File: config.mk
export PLATFORM = sky130hd
export DESIGN_NAME = mcycle_wb_buffer
export DESIGN_NICKNAME = d
export VERILOG_FILES = /design/src/rtl/mcycle_pkg.sv /design/src/rtl/mcycle_wb_fifo.sv /design/src/rtl/mcycle_wb_buffer.sv
export SDC_FILE = /design/constraint.sdc
export NUM_CORES = 1
export LEC_CHECK = 0
export BUFFER_PORTS_ARGS = -buffer_cell sky130_fd_sc_hd__buf_2
export CORE_ASPECT_RATIO = 1.1
export CORE_MARGIN = 8
export CORE_UTILIZATION = 57
export DETAILED_ROUTE_END_ITERATION = 10
export MAX_ROUTING_LAYER = met4
export PLACE_DENSITY = 0.8
export SLEW_MARGIN = 20
export SYNTH_ARGS = -nofsm -noshare
export SYNTH_HDL_FRONTEND = slang
export SYNTH_SLANG_ARGS = --single-unit
File: constraint.sdc
create_clock -name CLK -period 2.5 [get_ports CLK]
set_input_delay 0.375 -clock CLK [delete_from_list [all_inputs] [get_ports CLK]]
set_output_delay 0.375 -clock CLK [all_outputs]
set_load 0.1 [all_outputs]
File: src/rtl/mcycle_pkg.sv
// mcycle_pkg: shared constants, entry layout and helpers for the multi-cycle
// write-back buffer (mcycle_wb_buffer / mcycle_wb_fifo).
package mcycle_pkg;

    localparam int REG_ADDR_W      = 4;
    localparam int NUM_REGS        = 16;
    localparam int MCYCLE_WB_DEPTH = 4;
    localparam int MCYCLE_WB_WIDTH = 32;

    // Layout of one queued result at the default data width.
    typedef struct packed {
        logic [REG_ADDR_W-1:0]      wa3;
        logic [MCYCLE_WB_WIDTH-1:0] data;
    } mcycle_wb_entry_t;

    // One-hot register mask used by the scoreboard set/clear paths.
    function automatic logic [NUM_REGS-1:0] reg_onehot(input logic [REG_ADDR_W-1:0] addr);
        logic [NUM_REGS-1:0] one_s;
        one_s = {{(NUM_REGS-1){1'b0}}, 1'b1};
        return one_s << addr;
    endfunction

endpackage

File: src/rtl/mcycle_wb_fifo.sv
// mcycle_wb_fifo: result queue for the write-back buffer. Holds {wa3, data}
// entries, tracks count/full/empty and raises a sticky overflow when a push
// arrives while full and no pop frees a slot in the same cycle.
module mcycle_wb_fifo
    import mcycle_pkg::*;
#(
    parameter int DEPTH = MCYCLE_WB_DEPTH,
    parameter int width = MCYCLE_WB_WIDTH
) (
    input  logic                  CLK,
    input  logic                  Reset_n,
    input  logic                  Push,
    input  logic [REG_ADDR_W-1:0] PushWA3,
    input  logic [width-1:0]      PushData,
    input  logic                  Pop,
    output logic [REG_ADDR_W-1:0] HeadWA3,
    output logic [width-1:0]      HeadData,
    output logic                  Full,
    output logic                  Empty,
    output logic                  Overflow
);

    localparam int PTR_W = $clog2(DEPTH);
    localparam int CNT_W = PTR_W + 1;

    logic [REG_ADDR_W-1:0] wa_mem_r   [DEPTH];
    logic [width-1:0]      data_mem_r [DEPTH];
    logic [PTR_W-1:0]      wr_ptr_r;
    logic [PTR_W-1:0]      rd_ptr_r;
    logic [CNT_W-1:0]      count_r;
    logic                  overflow_r;

    logic full_s;
    logic empty_s;
    logic pop_s;
    logic push_ok_s;
    logic ovf_set_s;

    assign full_s    = (count_r == CNT_W'(DEPTH));
    assign empty_s   = (count_r == {CNT_W{1'b0}});
    // A pop never underflows; a pop in the same cycle frees a slot for a push.
    assign pop_s     = Pop & ~empty_s;
    assign push_ok_s = Push & (~full_s | pop_s);
    assign ovf_set_s = Push & full_s & ~pop_s;

    // Entry storage: written at the tail on an accepted push, cleared on reset.
    always_ff @(posedge CLK or negedge Reset_n) begin
        if (!Reset_n) begin
            for (int i = 0; i < DEPTH; i++) begin
                wa_mem_r[i]   <= {REG_ADDR_W{1'b0}};
                data_mem_r[i] <= {width{1'b0}};
            end
        end else if (push_ok_s) begin
            wa_mem_r[wr_ptr_r]   <= PushWA3;
            data_mem_r[wr_ptr_r] <= PushData;
        end
    end

    // Pointers wrap naturally modulo DEPTH; count tracks occupancy.
    always_ff @(posedge CLK or negedge Reset_n) begin
        if (!Reset_n) begin
            wr_ptr_r <= {PTR_W{1'b0}};
            rd_ptr_r <= {PTR_W{1'b0}};
            count_r  <= {CNT_W{1'b0}};
        end else begin
            if (push_ok_s) begin
                wr_ptr_r <= wr_ptr_r + PTR_W'(1);
            end
            if (pop_s) begin
                rd_ptr_r <= rd_ptr_r + PTR_W'(1);
            end
            case ({push_ok_s, pop_s})
                2'b10:   count_r <= count_r + CNT_W'(1);
                2'b01:   count_r <= count_r - CNT_W'(1);
                default: count_r <= count_r;
            endcase
        end
    end

    // Sticky overflow: once a result is dropped it stays visible until reset.
    always_ff @(posedge CLK or negedge Reset_n) begin
        if (!Reset_n) begin
            overflow_r <= 1'b0;
        end else if (ovf_set_s) begin
            overflow_r <= 1'b1;
        end
    end

    assign HeadWA3  = wa_mem_r[rd_ptr_r];
    assign HeadData = data_mem_r[rd_ptr_r];
    assign Full     = full_s;
    assign Empty    = empty_s;
    assign Overflow = overflow_r;

endmodule

File: src/rtl/mcycle_wb_buffer.sv
// mcycle_wb_buffer: write-back buffer and scoreboard for the multi-cycle
// multiply/divide unit. Queues completed results and drains them into
// register-file port 3 in cycles the main pipeline leaves the port free.
// Tracks destinations with an outstanding multi-cycle op and flags RAW/WAW
// hazards for decode.
// Optional feature: define MCYCLE_WB_BYPASS_EN to let a result arriving into
// an empty queue with a free port be written in its arrival cycle.
module mcycle_wb_buffer
    import mcycle_pkg::*;
#(
    parameter int DEPTH = MCYCLE_WB_DEPTH,
    parameter int width = MCYCLE_WB_WIDTH
) (
    input  logic                  CLK,
    input  logic                  Reset_n,
    input  logic                  MStart,
    input  logic [REG_ADDR_W-1:0] MStartWA3,
    input  logic                  MPushIn,
    input  logic [REG_ADDR_W-1:0] MCycleWA3,
    input  logic [width-1:0]      MResult,
    input  logic                  PipeRegWrite,
    input  logic [REG_ADDR_W-1:0] RA1,
    input  logic [REG_ADDR_W-1:0] RA2,
    input  logic [REG_ADDR_W-1:0] RA3,
    input  logic                  DecodeRegWrite,
    input  logic [REG_ADDR_W-1:0] DecodeWA3,
    output logic                  WE3,
    output logic [REG_ADDR_W-1:0] WA3,
    output logic [width-1:0]      WD3,
    output logic                  Hazard,
    output logic                  Full,
    output logic [NUM_REGS-1:0]   Pending,
    output logic                  Overflow
);

    logic                  fifo_push_s;
    logic                  fifo_pop_s;
    logic [REG_ADDR_W-1:0] head_wa3_s;
    logic [width-1:0]      head_data_s;
    logic                  fifo_full_s;
    logic                  fifo_empty_s;
    logic                  fifo_ovf_s;

    logic                  bypass_s;
    logic                  we3_s;
    logic [REG_ADDR_W-1:0] wa3_s;
    logic [width-1:0]      wd3_s;

    logic [NUM_REGS-1:0]   pending_r;
    logic [NUM_REGS-1:0]   pending_nxt_s;
    logic [NUM_REGS-1:0]   clr_mask_s;
    logic [NUM_REGS-1:0]   set_mask_s;

    mcycle_wb_fifo #(
        .DEPTH (DEPTH),
        .width (width)
    ) u_fifo (
        .CLK      (CLK),
        .Reset_n  (Reset_n),
        .Push     (fifo_push_s),
        .PushWA3  (MCycleWA3),
        .PushData (MResult),
        .Pop      (fifo_pop_s),
        .HeadWA3  (head_wa3_s),
        .HeadData (head_data_s),
        .Full     (fifo_full_s),
        .Empty    (fifo_empty_s),
        .Overflow (fifo_ovf_s)
    );

    // Drain arbitration: the pipeline always owns the port when it writes;
    // otherwise the queue head (or, with bypass, a fresh result) is written.
    always_comb begin
        bypass_s    = 1'b0;
        fifo_push_s = MPushIn;
        we3_s       = 1'b0;
        wa3_s       = {REG_ADDR_W{1'b0}};
        wd3_s       = {width{1'b0}};
`ifdef MCYCLE_WB_BYPASS_EN
        // Only an empty queue may be bypassed, otherwise ordering would break.
        if (MPushIn && fifo_empty_s && !PipeRegWrite) begin
            bypass_s    = 1'b1;
            fifo_push_s = 1'b0;
            we3_s       = 1'b1;
            wa3_s       = MCycleWA3;
            wd3_s       = MResult;
        end else
`endif
        if (!PipeRegWrite && !fifo_empty_s) begin
            we3_s = 1'b1;
            wa3_s = head_wa3_s;
            wd3_s = head_data_s;
        end else begin
            we3_s = 1'b0;
            wa3_s = {REG_ADDR_W{1'b0}};
            wd3_s = {width{1'b0}};
        end
    end

    assign fifo_pop_s = we3_s & ~bypass_s;

    // Scoreboard next state: clear the written register, then apply the new
    // launch so a same-register set wins over the clear.
    always_comb begin
        clr_mask_s    = we3_s  ? reg_onehot(wa3_s)     : {NUM_REGS{1'b0}};
        set_mask_s    = MStart ? reg_onehot(MStartWA3) : {NUM_REGS{1'b0}};
        pending_nxt_s = (pending_r & ~clr_mask_s) | set_mask_s;
    end

    // Scoreboard register: one bit per architectural register.
    always_ff @(posedge CLK or negedge Reset_n) begin
        if (!Reset_n) begin
            pending_r <= {NUM_REGS{1'b0}};
        end else begin
            pending_r <= pending_nxt_s;
        end
    end

    assign WE3      = we3_s;
    assign WA3      = wa3_s;
    assign WD3      = wd3_s;
    assign Full     = fifo_full_s;
    assign Overflow = fifo_ovf_s;
    assign Pending  = pending_r;
    // Hazard looks only at registered state: a launch this cycle is seen next cycle.
    assign Hazard   = pending_r[RA1] | pending_r[RA2] | pending_r[RA3]
                    | (DecodeRegWrite & pending_r[DecodeWA3]);

endmodule

## Word level (Yosys, flattened, before mapping)

Index checks and enable logic that the tools add are counted.

| word-level totals | value |
|---|---|
| register bits | 168 |
| logic and storage cells | 78 |
| output and inout bits | 56 |

| operators by class | value |
|---|---|
| order comparisons | 7 |
| bitwise gates (word level) | 17 |
| add/subtract/negate cells | 4 |
| mux-type cells | 26 |
| shift operators | 2 |
| eq/ne operators | 3 |
| reductions and logical operators | 6 |

Operator list:

| cell | number |
|---|---|
| $bwmux W128 | 1 |
| $mux W32 | 4 |
| $bmux W32 S2 | 1 |
| $demux W32 S2 | 1 |
| $mux W16 | 2 |
| $shl A1 B4 Y16 const A | 2 |
| $lt A4 B5 Y1 const B | 4 |
| $and A16 B16 Y16 | 1 |
| $bmux W1 S4 | 4 |
| $bwmux W16 | 1 |
| $mux W4 | 4 |
| $not A16 Y16 | 1 |
| $or A16 B16 Y16 | 1 |
| $bmux W4 S2 | 1 |
| $demux W4 S2 | 1 |
| $ge A3 B3 Y1 const B | 2 |
| $not A2 Y3 | 2 |
| $pmux W3 S2 | 1 |
| $and A1 B1 Y1 | 5 |
| $mux W1 | 5 |
| $add A2 B1 Y2 const B | 2 |
| $or A1 B1 Y1 | 4 |
| $add A3 B1 Y3 const B | 1 |
| $eq A3 B3 Y1 const B | 1 |
| 9 further kinds | 13 |

## Longest topological paths before layout

Gate-level depths: netlist (run 1).

| logic depth | value |
|---|---|
| depth in word-level cells | 10 |
| depth in mapped cells | 9 |
| gate-level depth less buffers | 9 |

## Cells and area by module

From an unflattened synthesis (run 1), not the netlist that was laid out.

| unflattened totals | value |
|---|---|
| cell total of the unflattened synthesis | 557 |
| area total of the unflattened synthesis | 8211.6 µm² |

By module, submodules not included:

| module | cells each | seq. area each (µm²) | area an instance (µm²) | times used |
|---|---|---|---|---|
| mcycle_wb_fifo | 387 | 3803.6 | 6685.2 | 1 |
| mcycle_wb_buffer | 170 | 400.4 | 1526.5 | 1 |

## Worst setup path before layout (run 1)

No wires, ideal clock.

| path | value |
|---|---|
| kind | reg-to-reg |
| start | reg u_fifo.count_r[0] |
| end | reg u_fifo.count_r[2] |
| data required time | 2.421 ns |
| data arrival time | 4.446 ns |
| period minus slack after synthesis | 4.525 ns |
| cell stages (with the launch flop) | 10 |
| buffers on the path | 0 |
| slack | -2.025 ns |
| cells stage by stage | dfrtp_1 -> nor3b_1 -> a21boi_2 -> inv_1 -> ha_1 -> inv_1 -> fa_1 -> xor2_1 -> nor2_1 -> xor2_1 |

| between the ends | value |
|---|---|
| elaborated cells between the ends (all ways) | 16 |

RTL lines:

| element | RTL line | RTL |
|---|---|---|
| start, declared | mcycle_wb_fifo.sv:30 | `logic [CNT_W-1:0] count_r;` |
| start signal, assigned | mcycle_wb_fifo.sv:64 | `count_r <= {CNT_W{1'b0}};` |
| start signal, assigned | mcycle_wb_fifo.sv:73 | `2'b10: count_r <= count_r + CNT_W'(1);` |
| start signal, assigned | mcycle_wb_fifo.sv:74 | `2'b01: count_r <= count_r - CNT_W'(1);` |
| $eq A3 B3 Y1 (*) | mcycle_wb_fifo.sv:39 | `assign full_s = (count_r == CNT_W'(DEPTH));` |
| net Full | mcycle_wb_buffer.sv:31 | `output logic Full,` |
| $not A1 Y1 (*) | mcycle_wb_fifo.sv:43 | `assign push_ok_s = Push & (~full_s \| pop_s);` |
| $or A1 B1 Y1 (*) | mcycle_wb_fifo.sv:43 |  |
| $and A1 B1 Y1 (*) | mcycle_wb_fifo.sv:43 |  |
| $eq A2 B1 Y1 / $eq A2 B2 Y1 (equally long branches) | mcycle_wb_fifo.sv:72 | `case ({push_ok_s, pop_s})` |
| $pmux W3 S2 / $reduce_bool A2 Y1 (equally long branches) | - |  |

The timed path passes the listed nets; every way through them passes the cells marked *.
A chain may end at the register's enable or synchronous reset.

## Final worst setup path (run 1)

| path | value |
|---|---|
| start | reg pending_r[12], in the netlist Pending[12] |
| end | out Hazard |

| between the ends | value |
|---|---|
| longest elaborated chain between the ends | 5 |
| elaborated cells between the ends (all ways) | 12 |

Ends and longest elaborated chain:

| element | RTL line | RTL |
|---|---|---|
| start, declared | mcycle_wb_buffer.sv:49 | `logic [NUM_REGS-1:0] pending_r;` |
| start signal, assigned | mcycle_wb_buffer.sv:113 | `pending_r <= {NUM_REGS{1'b0}};` |
| start signal, assigned | mcycle_wb_buffer.sv:115 | `pending_r <= pending_nxt_s;` |
| $bmux W1 S4 | mcycle_wb_buffer.sv:126 | `assign Hazard = pending_r[RA1] \| pending_r[RA2] \| pending_r[RA3]` |
| $mux W1 (not written as such) | mcycle_wb_buffer.sv:126 |  |
| $or A1 B1 Y1 (2 in a row) | mcycle_wb_buffer.sv:126 |  |
| $or A1 B1 Y1 (*) | mcycle_wb_buffer.sv:127 | `\| (DecodeRegWrite & pending_r[DecodeWA3]);` |
| end, declared | mcycle_wb_buffer.sv:30 | `output logic Hazard,` |

Mark *: on every way between the ends. The rest lies on a longest branch, timed or not. The select of a mux whose other input is x is not followed.

==> flow_metrics.py, run 1 <==
metrics = {
    "status": {
        "status": "finished with violations",
        "violations": "setup timing",
    },
    "yosys": {
        "synth_area_per_cell_um2": 14.85,
        "yosysTopAreaCellShare_pct": 52.03,
        "synthesis.area_um2": 8080,
        "yosys.area.top_type": "dfrtp_1",
        "yosysWarnings": 0,
        "syn_nets": 612,
        "synth_ff_type": "dfrtp_1",
        "synthTopCellsByArea": "dfrtp_1, mux2_2, mux4_2",
        "async_flop_share_pct": 100.0,
        "synth_edf_count": 0,
        "post_synth_num_cell_types": 40,
        "synth_cells": 544,
        "ys_seq_area_share_pct": 52.03,
        "synth_seq_cells": 168,
    },
    "sta": {
        "fin_crit_sh_pct": 113.9,
        "grt_setup_unrepaired": "yes",
        "layout_setup_ws_ns": -0.3480,
        "worst_pin_slew_ns": 0.5859,
        "finalCriticalPeriod_ns": 2.848,
        "setup_tns_ns": -0.3480,
        "slew_violations": 0,
        "hold_violations": 0,
        "finalClockSkew_ns": 0.006848,
        "fmax_mhz": 351.1,
        "relSlewSlack_pct": 60.64,
        "setup_viol": 1,
    },
    "worst_setup_path": {
        "end_kind": "primary output",
        "reg2reg_depth": 6,
        "r2r_end": "Pending[1]",
        "path_max_fanout": 3,
        "r2r_slack_ns": 0.19,
        "crit_path_max_incr_delay_ns": 0.49,
        "rr_startpoint": "u_fifo.rd_ptr_r[0]",
        "critPathTopFamily": "simple AND/OR/NAND/NOR gates",
        "critical_path_class": "reg -> out",
        "crit_arrival_ns": 2.47,
        "cp_slowest_cell": "or4_4",
        "path_cells": "mux4_2 > o22a_1 > a22o_1 > or4_4 > buf_12",
        "critPathBufInv": 1,
        "critPathLaunchType": "flop",
        "worst-endpoint-required_ns": 2.12,
    },
    "layout": {
        "seq_area_um2": 4237,
        "stdcell_count": 887,
        "nets": 751,
        "multi_input_area_um2": 3739,
        "utilization_pct": 75.40,
        "area_delta_synth_final_pct": 29.25,
        "drive_gt1_share_pct": 58.48,
        "nFillCells": 879,
        "final_area_um2": 10440,
    },
    "worst_hold_path": {
        "min_delay_path_depth": 2,
        "min_to": "u_fifo.Overflow",
        "hold_start": "MPushIn",
        "min_path_type": "in -> reg",
    },
    "placement": {
        "dp_hpwl_um": 14080,
        "place_area_um2": 9651,
        "gp_congestion": 0.9292,
        "dp_cells": 847,
        "io_buffers": 117,
    },
    "cts": {
        "htree_levels": 4,
        "cts_tree": "built",
        "cts_sinks": 168,
        "path_clk_slew_ns": 0.06,
        "clk_latency_ns": 0.43,
        "clock-root-buffer": "clkbuf_16",
        "cts-buffers-inserted": 17,
        "clockBufferDepth": 2,
    },
    "global_route": {
        "grt_use_total_pct": 23.50,
        "antenna_found_initial": 3,
        "grt_overflow": 0,
        "grt_pass1_vias": 6091,
        "grt_pass1_wl_um": 32090,
        "grt_max_degree": 61,
    },
    "job": {
        "maxCapViolations": 0,
    },
    "die": {
        "die_w_um": 129.5,
        "num_rows": 45,
        "core_area_um2": 13850,
        "ios": 118,
        "die_h_um": 140.9,
        "start_util_pct": 58.34,
        "die-area_um2": 18250,
    },
    "drt": {
        "first_pass_iters": 6,
        "routed_via_density": 6.149,
        "vias": 5454,
        "routedWlPerCell_um": 22.86,
        "drt-initial-drc-count": 380,
        "totalWireLength_um": 20280,
        "drcViolationCount": 0,
        "ant_nets": 0,
    },
}
through the flow:
stage,hold WS (ns),worst slack (ns)
6_report,0.1935,-0.3480
5_1_grt,0.2048,-0.3933
4_1_cts,0.1863,-0.3597
3_5_place_dp,0.3856,-0.06718
3_3_place_gp,0.3739,-0.05320
2_1_floorplan,0.07941,-0.1729
cells by family (layout without fill, tap and decap cells):
kind of cell,Yosys count,in the layout,synth area share (%)
other cells,0,3,0
compound gates,46,46,3.422
mux,200,200,34.70
simple gates,77,77,5.946
flops,168,168,52.03
xor+xnor,6,6,0.6505
fa+ha+maj,6,6,1.022
buf+inv,41,193,2.230
worst reg2reg max path, cell delays in order, from the launching register on:
cell and delay [ns]:
dfrtp_2 0.48, buf_6 0.16, mux4_2 0.54, buf_4 0.16, or4b_4 0.50, o21ai_0 0.22
o21ai_0 0.13
how the worst max path moves through the flow:
stage / from / endpoint / slack [ns] / cells past startpoint
5_1_grt: Pending[4] / Hazard / -0.39 / 6
3_5_place_dp: RA3[0] / Hazard / -0.07 / 6
3_3_place_gp: RA3[0] / Hazard / -0.05 / 6
2_1_floorplan: u_fifo.count_r[0] / u_fifo.count_r[2] / -0.17 / 9
6_report: Pending[12] / Hazard / -0.35 / 5
4_1_cts: Pending[4] / Hazard / -0.36 / 6
synthesized netlist by cell type, types with 4 or more instances:
cell type / count
nand3b_1: 4
nor2_1: 6
buf_2: 15
nand2_2: 4
o21ai_0: 33
mux2_2: 145
ha_1: 5
and3_1: 36
inv_1: 12
dfrtp_1: 168
clkbuf_1: 12
mux4_2: 47
mux2i_1: 6
nand2_1: 6
final cells by class:
cell class	instances	area share [%]
Inverter	12	0.4313
Multi-Input combinational cell	335	35.80
Sequential cell	168	40.57
Clock buffer	18	4.205
Clock inverter	14	2.336
Tap cell	188	2.252
Timing Repair Buffer	149	14.34
Antenna cell	3	0.07188
per-layer routing:
layer	track usage, %	up-vias	part of all wire [%]
met4	9.486	0	2.4
met5	-	-	0
met1	27.23	2878	40
met2	38.97	184	52
met3	5.206	44	5.7
li1	-	2348	-
registers in the layout, indices dropped and copies added, names as in the netlist:
| signal | cells |
|---|---|
| u_fifo.data_mem_r | 128 |
| Pending | 16 |
| u_fifo.wa_mem_r | 16 |
| u_fifo.count_r | 3 |
| u_fifo.rd_ptr_r | 2 |
| u_fifo.wr_ptr_r | 2 |
| u_fifo.Overflow | 1 |
layout by cell type, fill, tap and decap left out, drive strengths merged, types with 2 or more instances in the layout:
cell,instances
nand3,3
diode,3
clkinv,4
a31oi,3
inv,14
xnor2,3
nand2,10
buf,148
a32oi,3
clkbuf,18
o21ai,33
ha,5
nand4,3
o211a,2
mux2i,6
xor2,3
nand3b,4
or4b,4
or4,2
mux4,49
nor3b,2
bufinv,6
nand2b,2
dfrtp,168
nor2,6
mux2,145
clkinvlp,2
and3,36
what timing repair did:
action / in CTS / in global routing
setup endpoints to repair: 29 / 24
hold buffers: 1 / 0
hold endpoints to repair: 56 / 0
pin swaps: 0 / 2
setup buffers: 1 / 3
gates resized for setup: 7 / 8
Power of run 1 is not shown: default switching activity piles up to over one toggle a cycle in this logic, so the estimate is an artifact.
==> run 2, diff against run 1 <==
Settings changed: CELL_PAD_IN_SITES_DETAIL_PLACEMENT set to 1, CELL_PAD_IN_SITES_GLOBAL_PLACEMENT set to 1, CORE_UTILIZATION 57 to 48, PLACE_DENSITY 0.8 to 0.81.
==> run 2 against run 1 <==
The flow still finishes with violations (setup timing). Sequential cell count did not move. Cell area decreased by 0.11%. Final cell count rose by 1.2%. Clock-buffer cell count grew 4. Global-route usage fell by 0.57 points. Clock skew is 0.0075 ns higher. Non-clock buffer count decreased by 2. Sequential share of layout area barely moved. Die area up 16%. Critical path depth up 1. Worst setup slack lost 0.0049 ns. Routed wire length up 13%. Highest routed layer unchanged.
==> flow_metrics.py, run 2 (synthesis results as in run 1) <==
metrics = {
    "sta": {
        "hold_violations": 0,
        "fmax_mhz": 350.5,
        "worst_pin_slew_ns": 0.6039,
        "whs_ns": 0.2125,
        "layout_setup_ws_ns": -0.3529,
        "relSlewSlack_pct": 59.74,
        "finalCriticalPeriod_ns": 2.853,
        "grt_setup_unrepaired": "yes",
        "setup_viol": 1,
        "finalClockSkew_ns": 0.01438,
        "slew_violations": 0,
        "fin_crit_sh_pct": 114.1,
    },
    "worst_setup_path": {
        "path_cells": "buf_4 > mux4_2 > a32oi_1 > nand4_1 > or4_4 > buf_12",
        "critPathLaunchType": "flop",
        "cp_slowest_cell": "dfrtp_4",
        "critical_path_class": "reg -> out",
        "worst-endpoint-required_ns": 2.12,
        "end_kind": "primary output",
        "critPathBufInv": 2,
        "path_max_fanout": 5,
        "crit_arrival_ns": 2.48,
        "crit_path_max_incr_delay_ns": 0.47,
        "critPathTopFamily": "simple AND/OR/NAND/NOR gates",
    },
    "cts": {
        "htree_levels": 4,
        "cts_sinks": 168,
        "cts-buffers-inserted": 17,
        "clk_latency_ns": 0.43,
        "clock-root-buffer": "clkbuf_16",
        "cts_tree": "built",
        "path_clk_slew_ns": 0.06,
        "clockBufferDepth": 2,
    },
    "die": {
        "core_area_um2": 16430,
        "die_h_um": 152.1,
        "num_rows": 49,
        "die-area_um2": 21250,
        "die_w_um": 139.7,
        "ios": 118,
        "start_util_pct": 49.18,
    },
    "drt": {
        "vias": 5341,
        "routed_via_density": 5.948,
        "totalWireLength_um": 22970,
        "ant_nets": 0,
        "drt-initial-drc-count": 226,
        "first_pass_iters": 4,
        "routedWlPerCell_um": 25.58,
        "drcViolationCount": 0,
    },
    "layout": {
        "mostFrequentLayoutCells": "dfrtp_1, mux2_2, buf_2",
        "multi_input_area_um2": 3831,
        "largest_register": "u_fifo.data_mem_r",
        "drive_gt1_share_pct": 60.66,
        "seq_area_um2": 4234,
        "layout_commonest_cell": "dfrtp_1",
        "final_area_um2": 10430,
        "antenna_cells": 0,
        "area_delta_synth_final_pct": 29.11,
        "largest_register_ffs": 128,
        "nFillCells": 1513,
        "nets": 749,
    },
    "worst_hold_path": {
        "min_path_type": "in -> reg",
    },
    "global_route": {
        "grt_max_degree": 64,
        "grt_pass1_wl_um": 36820,
        "grt_use_total_pct": 22.93,
        "antenna_found_initial": 0,
        "grt_pass1_vias": 6326,
        "grt_overflow": 0,
    },
    "placement": {
        "io_buffers": 117,
        "dpl_worst_slack_ns": -0.08620,
        "place_area_um2": 9605,
        "gp_congestion": 0.8726,
        "dp_hpwl_um": 15030,
    },
    "status": {
        "status": "finished with violations",
        "violations": "setup timing",
    },
    "job": {
        "maxCapViolations": 0,
    },
}
-- run 2: metal layers --
metal  track usage [%]  routed length (µm)
met5                 -                   0
met4             7.764                 524
met3             4.074                 900
met2             39.93               12410
met1             26.24                9135
-- run 2: what timing repair did --
item                                   in CTS  in global routing
setup buffers                               3                  1
gates resized for setup                    19                 14
endpoints found under the hold margin      60                  0
cloned                                      2                  2
pin swaps                                   1                  0
hold buffers                                1                  0
setup endpoints to repair                  23                 36
-- run 2: final cells by class --
| cell class | instances | share of cell area (%) |
|---|---|---|
| Sequential cell | 168 | 40.59 |
| Inverter | 12 | 0.4318 |
| Clock inverter | 10 | 0.6596 |
| Timing Repair Buffer | 147 | 14.70 |
| Multi-Input combinational cell | 335 | 36.72 |
| Tap cell | 204 | 2.447 |
| Clock buffer | 22 | 4.450 |
-- run 2: worst paths after layout --
path	start	end	slack, ns	depth (start not counted)
setup reg to reg	u_fifo.rd_ptr_r[0]	Pending[5]	0.19	5
min in group asynchronous	Reset_n	u_fifo.data_mem_r[20]	0.49	2
hold / removal	MPushIn	u_fifo.Overflow	0.21	2
hold reg to reg	u_fifo.Overflow	u_fifo.Overflow	0.48	1
setup / recovery	Pending[12]	Hazard	-0.35	6
max in group asynchronous	Reset_n	Pending[4]	1.15	3
-- run 2: through the flow --
stage | cells | setup TNS (ns) | util, %
finish | 898 | -0.3529 | 63.49
global route | 898 | -0.4209 | 63.49
CTS | 896 | -0.4250 | 62.91
detailed placement | 858 | -0.08620 | 58.46
global placement | 858 | -0.08559 | 58.46
floorplan | 544 | -0.2800 | -
-- run 2: worst reg2reg max path, delay by kind of cell (launching register included) --
family          cells  cell delay, ns
flops               1            0.44
simple gates        1            0.58
compound gates      2            0.41
mux                 1            0.57
buf+inv             1            0.17
Power of run 2 is left out for the same reason.
